**config.mk**
```make
export PLATFORM = sky130hd
export DESIGN_NAME = load_store_unit
export DESIGN_NICKNAME = d
export VERILOG_FILES = /design/src/rtl/load_store_unit.sv
export SDC_FILE = /design/constraint.sdc
export NUM_CORES = 1
export LEC_CHECK = 0
export ABC_AREA = 1
export BUFFER_PORTS_ARGS = -buffer_cell sky130_fd_sc_hd__buf_2
export CORE_MARGIN = 8
export CORE_UTILIZATION = 44
export DETAILED_ROUTE_END_ITERATION = 8
export PLACE_DENSITY = 0.85
export SLEW_MARGIN = 20
export SYNTH_ARGS = -nofsm -noshare
export SYNTH_HDL_FRONTEND = slang
export SYNTH_SLANG_ARGS = --single-unit
```
**constraint.sdc**
```tcl
create_clock -name clk -period 1.4 [get_ports clk]
set_input_delay 0.14 -clock clk [delete_from_list [all_inputs] [get_ports clk]]
set_output_delay 0.14 -clock clk [all_outputs]
set_load 0.02 [all_outputs]
```
**src/rtl/load_store_unit.sv**
```systemverilog
// MEM-stage load/store unit: runs one ready/valid data-bus transaction per memory op,
// formats load data for writeback and stalls the pipeline while a transaction is in flight.
module load_store_unit #(
  parameter int ADDR_W = 32
) (
  input  logic              clk,
  input  logic              rst_n,
  input  logic              req_valid,
  input  logic              req_is_store,
  input  logic [2:0]        req_funct3,
  input  logic [ADDR_W-1:0] req_addr,
  input  logic [31:0]       req_wdata,
  input  logic              flush,
  output logic              lsu_stall,
  output logic              misaligned,
  output logic [31:0]       mem_rd_data,
  output logic              bus_req_valid,
  input  logic              bus_req_ready,
  output logic              bus_we,
  output logic [ADDR_W-1:0] bus_addr,
  output logic [3:0]        bus_wstrb,
  output logic [31:0]       bus_wdata,
  input  logic              bus_rsp_valid,
  input  logic [31:0]       bus_rsp_data
);

  typedef enum logic [2:0] {IDLE, REQ, WAIT, DONE, DRAIN} state_e;

  state_e            state_q, state_d;
  logic              we_q, we_d;
  logic [ADDR_W-1:0] addr_q, addr_d;
  logic [3:0]        wstrb_q, wstrb_d;
  logic [31:0]       wdata_q, wdata_d;
  logic [31:0]       rd_q, rd_d;
  logic [2:0]        funct3_q, funct3_d;
  logic [1:0]        off_q, off_d;

  logic              misalignedC;
  logic              legal;
  logic              issue;
  logic [3:0]        stStrb;
  logic [31:0]       stData;
  logic [7:0]        ldByte;
  logic [15:0]       ldHalf;
  logic [31:0]       ldFmt;

  assign misalignedC = req_valid &
                       (((req_funct3[1:0] == 2'd1) & req_addr[0]) |
                        ((req_funct3[1:0] == 2'd2) & (req_addr[1:0] != 2'b00)));
  assign legal = req_is_store ? (req_funct3 <= 3'd2)
                              : ((req_funct3 != 3'd3) & (req_funct3 <= 3'd5));
  assign issue = req_valid & ~flush & legal & ~misalignedC;

  // Stores replicate the source across lanes; strobes select the addressed bytes.
  always_comb begin
    stStrb = 4'b0000;
    stData = 32'h0;
    if (req_is_store) begin
      case (req_funct3[1:0])
        2'd0: begin
          stStrb = 4'b0001 << req_addr[1:0];
          stData = {4{req_wdata[7:0]}};
        end
        2'd1: begin
          stStrb = 4'b0011 << req_addr[1:0];
          stData = {2{req_wdata[15:0]}};
        end
        default: begin
          stStrb = 4'b1111;
          stData = req_wdata;
        end
      endcase
    end
  end

  assign ldByte = bus_rsp_data[{off_q, 3'b000} +: 8];
  assign ldHalf = off_q[1] ? bus_rsp_data[31:16] : bus_rsp_data[15:0];

  always_comb begin
    case (funct3_q)
      3'd0:    ldFmt = {{24{ldByte[7]}}, ldByte};
      3'd4:    ldFmt = {24'h0, ldByte};
      3'd1:    ldFmt = {{16{ldHalf[15]}}, ldHalf};
      3'd5:    ldFmt = {16'h0, ldHalf};
      default: ldFmt = bus_rsp_data;
    endcase
  end

  // A flush that lands on an accept or response still consumes that bus event,
  // so the FSM never waits for a response that has already gone by.
  always_comb begin
    state_d  = state_q;
    we_d     = we_q;
    addr_d   = addr_q;
    wstrb_d  = wstrb_q;
    wdata_d  = wdata_q;
    funct3_d = funct3_q;
    off_d    = off_q;
    rd_d     = rd_q;
    case (state_q)
      IDLE: begin
        if (issue) begin
          state_d  = REQ;
          we_d     = req_is_store;
          addr_d   = {req_addr[ADDR_W-1:2], 2'b00};
          wstrb_d  = stStrb;
          wdata_d  = stData;
          funct3_d = req_funct3;
          off_d    = req_addr[1:0];
        end
      end
      REQ: begin
        if (bus_req_ready) begin
          state_d = flush ? DRAIN : WAIT;
        end else if (flush) begin
          state_d = IDLE;
        end
      end
      WAIT: begin
        if (bus_rsp_valid) begin
          if (flush) begin
            state_d = IDLE;
          end else begin
            state_d = DONE;
            if (!we_q) begin
              rd_d = ldFmt;
            end
          end
        end else if (flush) begin
          state_d = DRAIN;
        end
      end
      DRAIN: begin
        if (bus_rsp_valid) begin
          state_d = IDLE;
        end
      end
      DONE:    state_d = IDLE;
      default: state_d = IDLE;
    endcase
  end

  always_ff @(posedge clk) begin
    if (!rst_n) begin
      state_q  <= IDLE;
      we_q     <= 1'b0;
      addr_q   <= '0;
      wstrb_q  <= 4'b0000;
      wdata_q  <= 32'h0;
      funct3_q <= 3'd0;
      off_q    <= 2'd0;
      rd_q     <= 32'h0;
    end else begin
      state_q  <= state_d;
      we_q     <= we_d;
      addr_q   <= addr_d;
      wstrb_q  <= wstrb_d;
      wdata_q  <= wdata_d;
      funct3_q <= funct3_d;
      off_q    <= off_d;
      rd_q     <= rd_d;
    end
  end

  assign lsu_stall     = (issue & ((state_q == IDLE) | (state_q == REQ) | (state_q == WAIT))) |
                         (state_q == DRAIN);
  assign misaligned    = misalignedC;
  assign mem_rd_data   = rd_q;
  assign bus_req_valid = (state_q == REQ);
  assign bus_we        = we_q;
  assign bus_addr      = addr_q;
  assign bus_wstrb     = wstrb_q;
  assign bus_wdata     = wdata_q;

endmodule

```
# [Yosys cells after proc, flatten, opt, wreduce, memory -nomap -nowiden]
# Cells that the tools add are included.
[word_totals] ff_bits=107 in_bits=106 out_inout_bits=104 wordCells=64
[classes] order_cmp=2 n_eq_ne=13 shifts=3 muxes=16 bitwise=15 n_reduce_logical=7
[ops] cell="case mux 32 bit (4 select lines)" n=1
[ops] cell="case mux 32 bit (2 select lines)" n=1
[ops] cell="two-way mux 32 bit" n=1
[ops] cell="indexed part select 32 x 6 -> 8 bit" n=1
[ops] cell="two-way mux 3 bit" n=7
[ops] cell="two-way mux 16 bit" n=1
[ops] cell="case mux 3 bit (4 select lines)" n=1
[ops] cell="equality test 3 bit, second input constant" n=3
[ops] cell="bitwise AND 1 bit" n=8
[ops] cell="case mux 4 bit (2 select lines)" n=1
[ops] cell="AND reduction 4 bit" n=2
[ops] cell="equality test 3 x 1 -> 1 bit, second input constant" n=2
[ops] cell="logical NOT 3 bit" n=2
[ops] cell="!= test 3 x 2 -> 1 bit, second input constant" n=2
[ops] cell="two-way mux 4 bit" n=1
[ops] cell="!= test 2 bit, second input constant" n=2
[ops] cell="OR 1 bit" n=4
[ops] cell="left shift 1 x 2 -> 4 bit, first input constant" n=1
[ops] cell="left shift 2 x 2 -> 4 bit, first input constant" n=1
[ops] cell="equality test 3 x 2 -> 1 bit, second input constant" n=1
[ops] cell="<= comparator 3 x 2 -> 1 bit, second input constant" n=1
[ops] cell="<= comparator 3 bit, second input constant" n=1
[ops] cell="!= test 3 bit, second input constant" n=1
[ops] cell="inverter 1 bit" n=3
[ops] cell="7 further kinds" n=7

# [Depth between registers and ports, before layout]
# Gate-level depths: netlist of the first run.
[depth] depth_word=8 depth_mapped=12 mapped_depth_nobuf=11

# [Worst setup path before layout of the first run]
# Ideal clock, no wire load.
[synth_path] path_kind="register to register" startpoint="reg state_q[1]" endpoint="reg state_q[2]" setup_ns=0.115 t_arrival_ns=1.428 t_required_ns=1.285 path_slack_ns=-0.144 path_stages_with_launch=9 n_path_buf=0 synth_period_minus_slack_ns=1.544 cell_sequence="dfxtp_1 -> nor3_1 -> nand2_1 -> nand2_1 -> nand2_1 -> nand2_1 -> nor2_1 -> o21ai_0 -> inv_1"
[synth_via] elab_chain_len=3 word_cells_on_any_way=10 cone_classes="7 x eq/ne; 1 x mux; 2 x reduce/logical"
[synth_rtl] element="from (decl)" line="29" text="state_e state_q, state_d;"
[synth_rtl] element="from (signal assigned)" line="154" text="state_q <= state_d;"
[synth_rtl] element="equality test 3 x 1 -> 1 bit (*)"
[synth_rtl] element="via bus_req_valid" line="17" text="output logic bus_req_valid,"
[synth_rtl] element="!= test 3 x 2 -> 1 bit (no source line)"
[synth_rtl] element="AND reduction 4 bit (no source line)"
# The timed path passes the listed nets; every way through them passes the cells marked *.
# A chain may end at the register's enable or synchronous reset.

# [Worst setup path in the final report of the first run]
[layout_path] startpoint="reg off_q[0]" endpoint="reg rd_q[20], in the netlist mem_rd_data[20]"
[layout_via] elab_chain_len=2
[layout_rtl] element="from (decl)" line="36" text="logic [1:0] off_q, off_d;"
[layout_rtl] element="from (signal assigned)" line="151" text="off_q <= 2'd0;"
[layout_rtl] element="from (signal assigned)" line="160" text="off_q <= off_d;"
[layout_rtl] element="indexed part select 32 x 6 -> 8 bit" line="76" text="assign ldByte = bus_rsp_data[{off_q, 3'b000} +: 8];"
[layout_rtl] element="case mux 32 bit (4 select lines)" line="80" text="case (funct3_q)"
[layout_rtl] element="to (signal assigned)" line="161" text="rd_q <= rd_d;"
[layout_rtl] element="to (decl)" line="34" text="logic [31:0] rd_q, rd_d;"
# No other way between the ends.

==> results of run 1 <==
-- cell type report --
class	count	area, sq um
antenna	2	5.00
clock buffer	9	225
clock inverter	7	68.8
fill	929	3780
inverter	71	289
multi-input combinational	545	2680
sequential	107	2150
tap	143	179
timing repair buffer	289	1940
-- registers in the layout, summed over array words and instances (netlist names) --
signal and cells:
bus_wdata 32, mem_rd_data 32, bus_addr 30, bus_wstrb 4, funct3_q 3, state_q 3, off_q 2, bus_we 1
-- worst max-delay path, stage by stage (launching register included) --
cell and delay (ns):
dfxtp_4 0.37, o211ai_1 0.22, nand2_2 0.10, nand2_2 0.12
nand2_4 0.07, nor2_4 0.20, clkbuf_16 0.20, nand2_2 0.04
nand2_1 0.05, inv_1 0.03
-- synthesized netlist by cell type, types with 2 or more instances --
library cell | instances | share of area
o221ai_1 | 2 | 0.0035
o22ai_1 | 3 | 0.0037
buf_1 | 2 | 0.0015
nor2_1 | 88 | 0.065
buf_2 | 12 | 0.012
inv_2 | 6 | 0.0044
clkbuf_1 | 22 | 0.016
nand3_1 | 43 | 0.043
buf_4 | 7 | 0.010
a21boi_0 | 2 | 0.0030
nand2_1 | 235 | 0.17
o21bai_1 | 5 | 0.0074
nand2_2 | 2 | 0.0025
inv_1 | 64 | 0.047
a211oi_1 | 6 | 0.0089
nand4_1 | 3 | 0.0037
a21oi_1 | 97 | 0.096
buf_6 | 4 | 0.0089
nor3_1 | 6 | 0.0059
dfxtp_1 | 107 | 0.42
o21ai_0 | 41 | 0.041
-- metrics by stage --
| step | setup slack, ns | std cells |
|---|---|---|
| 2_1_floorplan | 0.0106 | 770 |
| 3_3_place_gp | -0.0472 | 1129 |
| 3_5_place_dp | -0.128 | 1129 |
| 4_1_cts | -0.0285 | 1147 |
| 5_1_grt | -0.163 | 1172 |
| 6_report | -0.106 | 1173 |
-- routing by layer --
layer / global-route usage / vias to the layer above / share of wire
met5: 0 / - / 0
li1: - / 2951 / -
met1: 0.252 / 2683 / 0.37
met4: 0.0865 / 0 / 0.033
met2: 0.367 / 373 / 0.48
met3: 0.0740 / 61 / 0.12
-- path summary, 6_finish.rpt --
check / startpoint / end / slack, ns / cells after the start
max: off_q[0] / mem_rd_data[20] / -0.11 / 9
min: req_addr[7] / bus_addr[7] / 0.02 / 3
max reg2reg: off_q[0] / mem_rd_data[20] / -0.11 / 9
min reg2reg: bus_wdata[7] / bus_wdata[7] / 0.46 / 2
-- kinds of logic (layout without fill, tap and decap cells) --
logic type / after synthesis / in the layout / share of synthesized area
other: 1 / 4 / 0.000741
buffers and inverters: 118 / 376 / 0.102
DFF: 107 / 107 / 0.423
and+or+nand+nor: 382 / 382 / 0.304
AOI/OAI and AO/OA: 161 / 161 / 0.170
-- power by group --
part / total (uW) / internal (uW) / switching [uW]
Sequential: 3290 / 3190 / 92.4
Combinational: 2400 / 1040 / 1360
Clock: 2540 / 1380 / 1160
Total: 8230 / 5620 / 2610
-- what timing repair did --
| action | in CTS | in global routing |
|---|---|---|
| hold buffers | 0 | 0 |
| gates cloned | 0 | 10 |
| endpoints found under the setup margin | 74 | 105 |
| gates resized for setup | 12 | 115 |
| pin swaps | 1 | 18 |
| setup buffers | 2 | 14 |
==> reports/qor.txt, run 1 <==
Via density: 5.17
YS warnings: 0
Startpoint class of the critical path: flop
CTS clock-pin slew for the worst setup and hold paths: 0.07 ns
Layout cells sized above 1: 0.388
Worst IR Drop VDD: 0.000815 V
Commonest non-fill, non-tap cell in the layout: nand2_1
Pre-antenna DRT Iters: 6
Setup ws final: -0.106 ns
Pwr Total: 8230 uW
Fin Hold WS: 0.0235 ns
RSZ-0062 raised after global routing: yes
GRT Total Usage: 0.219
Core Box Area: 0.0113 sq mm
Status: complete, but fails checks
Minimum clock period after layout: 1.51 ns
Largest net degree at the start of global routing: 69
Initial Utilization: 0.447
Netlist cell types: 33
Final Wtd Congestion: 0.956
Clk sinks: 107
CP Class: reg -> reg
PwrDens: 1090 mW/mm^2
Io pins: 210
Layout area overhead: 48.9%
Failing checks: negative setup slack
Die height: 123 um
EDFF count, synth: 0
Port Buffers: 207
Site row count: 39
Avg Inst Size Synth: 6.58 sq um
Setup Viol. Count Final: 84
Synth async-reset ratio: 0
Drc violations: 0
First DRT Iteration DRCs: 691
Wire per inst: 16.0 um
Final core occ: 0.666
Post-Syn Instances: 769
Final HPWL DP: 12900 um
CP max FO: 6
Critical path arrival: 1.76 ns
Worst Path Required: 1.65 ns
Maximum clock rate: 664 MHz
Initial antenna violation count: 1
Die X: 123 um
Period utilization: 1.08
Number of vias after detailed routing: 6068
ANT nets after route: 0
Most frequent cells in the layout: nand2_1, buf_2, dfxtp_1, nor2_1, a21oi_1
GRT overflow: 0
Max Cap Viol: 0
Crit end category: flop
Worst skew pair latency: 0.35 ns
Clk_skew: 0.00497 ns
Setup TNS: -4.01 ns
Post-Route WL: 18700 um
Static leakage: 0.00368 uW
Synth Flop Type: dfxtp_1
Final Max Slew Viols: 0
H-tree Lvls: 3
Inserted Clock Buffers: 9
Final-report hold violation count: 0
Number of synthesized register bits: 107
Min-delay worst type: in -> reg
Nets: 1129
Sequential element share of the synthesized area: 0.423
Synthesized cell area: 0.00506 sq mm
Final instance area: 0.00754 sq mm
Number of global-route vias before repair: 5559
CTS tree: built
Clock Tree Buf Depth: 2
DP Area: 0.00654 sq mm
First-pass GRT wire length: 26600 um
Root Buffer: clkbuf_16
Die ar.: 0.0152 sq mm
Note: power is estimated with default switching activity, not from simulation.
==> inputs of run 2 (changes only) <==
--- a/config.mk
+++ b/config.mk
@@ -8,9 +8,11 @@
 export ABC_AREA = 1
 export BUFFER_PORTS_ARGS = -buffer_cell sky130_fd_sc_hd__buf_2
 export CORE_MARGIN = 8
-export CORE_UTILIZATION = 44
+export CORE_UTILIZATION = 45
+export CTS_BUF_LIST = sky130_fd_sc_hd__clkbuf_8
 export DETAILED_ROUTE_END_ITERATION = 8
-export PLACE_DENSITY = 0.85
+export PLACE_DENSITY = 0.87
+export SETUP_SLACK_MARGIN = 0.02
 export SLEW_MARGIN = 20
 export SYNTH_ARGS = -nofsm -noshare
 export SYNTH_HDL_FRONTEND = slang
==> reports/qor.txt, run 2 (synthesis gave the netlist of run 1 again) <==
Worst Path Required: 1.71 ns
Post-Route WL: 19000 um
Number of global-route vias before repair: 5813
Hold path start: req_addr[16]
Ant diodes: 0
Crit end category: flop
ANT nets after route: 0
Maximum clock rate: 670 MHz
Minimum clock period after layout: 1.49 ns
Combinational power share: 0.319
CTS tree: built
Worst skew pair latency: 0.37 ns
CP Class: reg -> reg
Final-report hold violation count: 0
Wire per inst: 16.1 um
Site row count: 38
Pwr Total: 7700 uW
CP max FO: 6
Final core occ: 0.698
Nets: 1145
Setup ws final: -0.0924 ns
R2R depth: 10
Max Cap Viol: 0
Initial antenna violation count: 0
Die X: 122 um
RSZ-0062 raised after global routing: yes
Die height: 122 um
Static leakage: 0.00371 uW
Core Box Area: 0.0109 sq mm
Final instance area: 0.00760 sq mm
Worst r2r src: state_q[2]
Layout area overhead: 50.2%
Root Buffer: clkbuf_8
Most frequent cells in the layout: nand2_1, buf_2, dfxtp_1, nor2_1, a21oi_1
Sw Share: 0.335
Inserted Clock Buffers: 9
Final Wtd Congestion: 0.937
DP Area: 0.00664 sq mm
Period utilization: 1.07
Largest net degree at the start of global routing: 68
Die ar.: 0.0149 sq mm
Io pins: 210
Status: complete, but fails checks
H-tree Lvls: 3
Clock Tree Buf Depth: 2
Final Max Slew Viols: 0
Reg power frac: 0.427
Worst Hold Path EP: bus_addr[16]
Critical path arrival: 1.80 ns
Drc violations: 0
Switching power: 2580 uW
First DRT Iteration DRCs: 528
Reg-to-reg slack, setup: -0.09 ns
Min-delay worst type: in -> reg
PwrDens: 1010 mW/mm^2
Setup Viol. Count Final: 83
Hold Crit Depth: 3
Failing checks: negative setup slack
GRT Total Usage: 0.234
Startpoint class of the critical path: flop
Worst IR Drop VDD: 0.000845 V
Fin Hold WS: 0.0155 ns
Reg2reg end: bus_addr[3]
Initial Utilization: 0.465
Port Buffers: 207
GRT overflow: 0
First-pass GRT wire length: 28000 um
Via density: 5.24
Layout cells sized above 1: 0.359
Final HPWL DP: 12900 um
Number of vias after detailed routing: 6203
CTS clock-pin slew for the worst setup and hold paths: 0.11 ns
Pre-antenna DRT Iters: 5
Clk sinks: 107
Clk_skew: 0.00572 ns
Commonest non-fill, non-tap cell in the layout: nand2_1
Internal power: 5120 uW
Clock Power Share: 0.254
[run 2: critical path: stages (launching register included)]
cell     delay [ns]
dfxtp_2        0.35
inv_4          0.09
nand2_4        0.06
nor2_4         0.11
buf_6          0.11
nand3_4        0.11
inv_8          0.11
buf_12         0.14
buf_12         0.12
nand2_2        0.06
a21oi_2        0.16
[run 2: layout make-up]
type / count / area (sq um)
clock buffer: 9 / 124
clock inverter: 7 / 73.8
fill: 849 / 3280
inverter: 71 / 287
multi-input combinational: 545 / 2660
sequential: 107 / 2160
tap: 140 / 175
timing repair buffer: 305 / 2130
[run 2: per-layer routing]
layer,part of all wire,vias up,GRT usage
met5,0,-,0
met4,0.030,0,0.0823
met3,0.12,51,0.0796
met2,0.49,357,0.403
met1,0.37,2810,0.263
li1,-,2985,-
[run 2: how the worst max path moves through the flow]
stage	from	endpoint	slack, ns
2_1_floorplan	state_q[2]	bus_addr[20]	0.03
3_3_place_gp	req_funct3[1]	bus_wdata[21]	-0.03
3_5_place_dp	req_funct3[1]	bus_wdata[30]	-0.08
4_1_cts	state_q[2]	bus_wstrb[2]	-0.03
5_1_grt	state_q[2]	mem_rd_data[7]	-0.20
6_report	state_q[2]	bus_addr[3]	-0.09
[run 2: timing repair]
action	CTS	global route
endpoints found under the setup margin	84	108
resized for setup	25	88
setup buffers	3	8
endpoints found under the hold margin	24	1
hold buffers	24	1
cloned	1	3
pin swaps	7	22
[run 2: through the flow]
| stage | setup TNS, ns | instances | setup slack, ns |
|---|---|---|---|
| final | -2.25 | 1184 | -0.0924 |
| after global routing | -9.50 | 1184 | -0.203 |
| after CTS | -0.148 | 1172 | -0.0310 |
| after detailed placement | -2.26 | 1128 | -0.0771 |
| after global placement | -0.874 | 1128 | -0.0258 |
| after floorplan | 0 | 770 | 0.0302 |
[run 2: power by group through the flow]
stage	clock network, uW	logic [uW]	registers, uW
global route	2100	2630	3300
detailed placement	0	1900	3340
global placement	0	1880	3330
floorplan	0	945	3460
CTS	1990	2130	3270
finish	1950	2460	3290
==> inputs of run 3 (changes only) <==
--- a/config.mk
+++ b/config.mk
@@ -11,7 +11,7 @@
 export CORE_UTILIZATION = 45
 export CTS_BUF_LIST = sky130_fd_sc_hd__clkbuf_8
 export DETAILED_ROUTE_END_ITERATION = 8
-export PLACE_DENSITY = 0.87
+export PLACE_DENSITY = 0.84
 export SETUP_SLACK_MARGIN = 0.02
 export SLEW_MARGIN = 20
 export SYNTH_ARGS = -nofsm -noshare
==> constraint.sdc (replaced) <==
create_clock -name clk -period 1.8 [get_ports clk]
set_input_delay 0.18 -clock clk [delete_from_list [all_inputs] [get_ports clk]]
set_output_delay 0.18 -clock clk [all_outputs]
set_load 0.02 [all_outputs]
==> reports/qor.txt, run 3 (synthesis gave the netlist of run 1 again) <==
Status: completed
Core Box Area: 0.0109 sq mm
Clk sinks: 107
CP Class: reg -> reg
Worst Hold Path EP: bus_addr[11]
Pre-antenna DRT Iters: 5
Final Max Slew Viols: 0
Site row count: 38
Drc violations: 0
Setup TNS: 0 ns
R2R depth: 9
Slew margin rel.: 0.616
Die ar.: 0.0149 sq mm
Minimum clock period after layout: 1.59 ns
Final HPWL DP: 12700 um
DP Area: 0.00626 sq mm
Final-report hold violation count: 0
Initial antenna violation count: 0
Root Buffer: clkbuf_8
CTS resizes: 0
Via density: 5.13
Setup WS pre-CTS: 0.185 ns
Hold path start: req_addr[11]
Reg power frac: 0.448
Io pins: 210
ANT nets after route: 0
Post-Route WL: 16900 um
RSZ-0062 raised after global routing: no
Initial Utilization: 0.465
Combinational power share: 0.228
Sw Share: 0.318
Commonest non-fill, non-tap cell in the layout: nand2_1
Static leakage: 0.00327 uW
Wire per inst: 15.2 um
Max Cap Viol: 0
Actual slew at the worst max-slew pin: 0.574 ns
Nets: 1070
Fill count: 1061
Reg-to-reg slack, setup: 0.21 ns
GRT Total Usage: 0.219
Maximum clock rate: 630 MHz
Worst IR Drop VDD: 0.000537 V
Die height: 122 um
Post-CTS setup buffers: 0
Ant diodes: 0
Final Wtd Congestion: 0.933
Worst skew pair latency: 0.38 ns
Clk_skew: 0.0118 ns
Setup ws final: 0.212 ns
Setup Viol. Count Final: 0
First DRT Iteration DRCs: 518
H-tree Lvls: 3
CTS clock-pin slew for the worst setup and hold paths: 0.11 ns
GRT overflow: 0
Number of vias after detailed routing: 5689
First-pass GRT wire length: 26500 um
Most frequent cells in the layout: nand2_1, buf_2, dfxtp_1, a21oi_1, nor2_1
Largest net degree at the start of global routing: 52
Inserted Clock Buffers: 9
Layout area overhead: 28.6%
PwrDens: 872 mW/mm^2
Post-CTS Hold Buffers: 0
Period utilization: 0.882
Min-delay worst type: in -> reg
Hold Crit Depth: 3
Switching power: 1800 uW
Reg2reg end: mem_rd_data[31]
Port Buffers: 207
Critical path arrival: 1.88 ns
Number of global-route vias before repair: 5361
Startpoint class of the critical path: flop
CP max FO: 15
Final instance area: 0.00651 sq mm
Internal power: 3870 uW
Crit end category: flop
Pwr Total: 5680 uW
Clock Tree Buf Depth: 2
Worst Path Required: 2.09 ns
Clock Power Share: 0.324
CTS tree: built
Die X: 122 um
Worst r2r src: state_q[2]
Layout cells sized above 1: 0.268
run 3: routing by layer:
layer  track usage  vias up  wire, um
met5             0        -         0
met4        0.0868        0       373
met3        0.0680       26      1940
met2         0.354      299      7730
met1         0.268     2532      6850
li1              -     2832         -
run 3: power by group through the flow:
| stage | clock network (uW) | logic, uW | registers, uW |
|---|---|---|---|
| 2_1_floorplan | 0 | 731 | 2690 |
| 3_3_place_gp | 0 | 1270 | 2590 |
| 3_5_place_dp | 0 | 1280 | 2600 |
| 4_1_cts | 1880 | 1290 | 2540 |
| 5_1_grt | 1990 | 1430 | 2560 |
| 6_report | 1840 | 1300 | 2540 |
run 3: area by class of cell:
type / count / area [sq um] / area share
clock buffers: 9 / 124 / 0.0190
clock inverters: 7 / 129 / 0.0198
inverters: 71 / 267 / 0.0409
well taps: 140 / 175 / 0.0269
repair buffers: 230 / 1260 / 0.193
multi-input cells: 545 / 2420 / 0.371
flip-flops and latches: 107 / 2140 / 0.329
run 3: how the worst max path moves through the flow:
stage                          start               to  slack [ns]  cells past startpoint
after global routing      state_q[2]    bus_wdata[24]        0.05                      8
final                     state_q[2]  mem_rd_data[31]        0.21                      9
after CTS                 state_q[2]  mem_rd_data[31]        0.21                      9
after detailed placement       flush  mem_rd_data[31]        0.18                     10
after global placement         flush  mem_rd_data[31]        0.27                     10
after floorplan           state_q[1]       state_q[2]        0.26                      8
run 3: metrics by stage:
step | utilization | hold slack, ns | cells
floorplan | - | 0.318 | 770
global placement | 0.575 | 0.429 | 1093
detailed placement | 0.575 | 0.435 | 1093
CTS | 0.598 | 0.00766 | 1109
global route | 0.598 | 0.0142 | 1109
finish | 0.598 | 0.0299 | 1109
run 3: critical path: stages (launching register included):
cell	delay (ns)
dfxtp_1	0.34
inv_1	0.10
nand3_1	0.12
nor3_4	0.22
inv_2	0.18
nor2_2	0.13
buf_4	0.20
nand2_1	0.08
nand2_1	0.07
inv_1	0.04
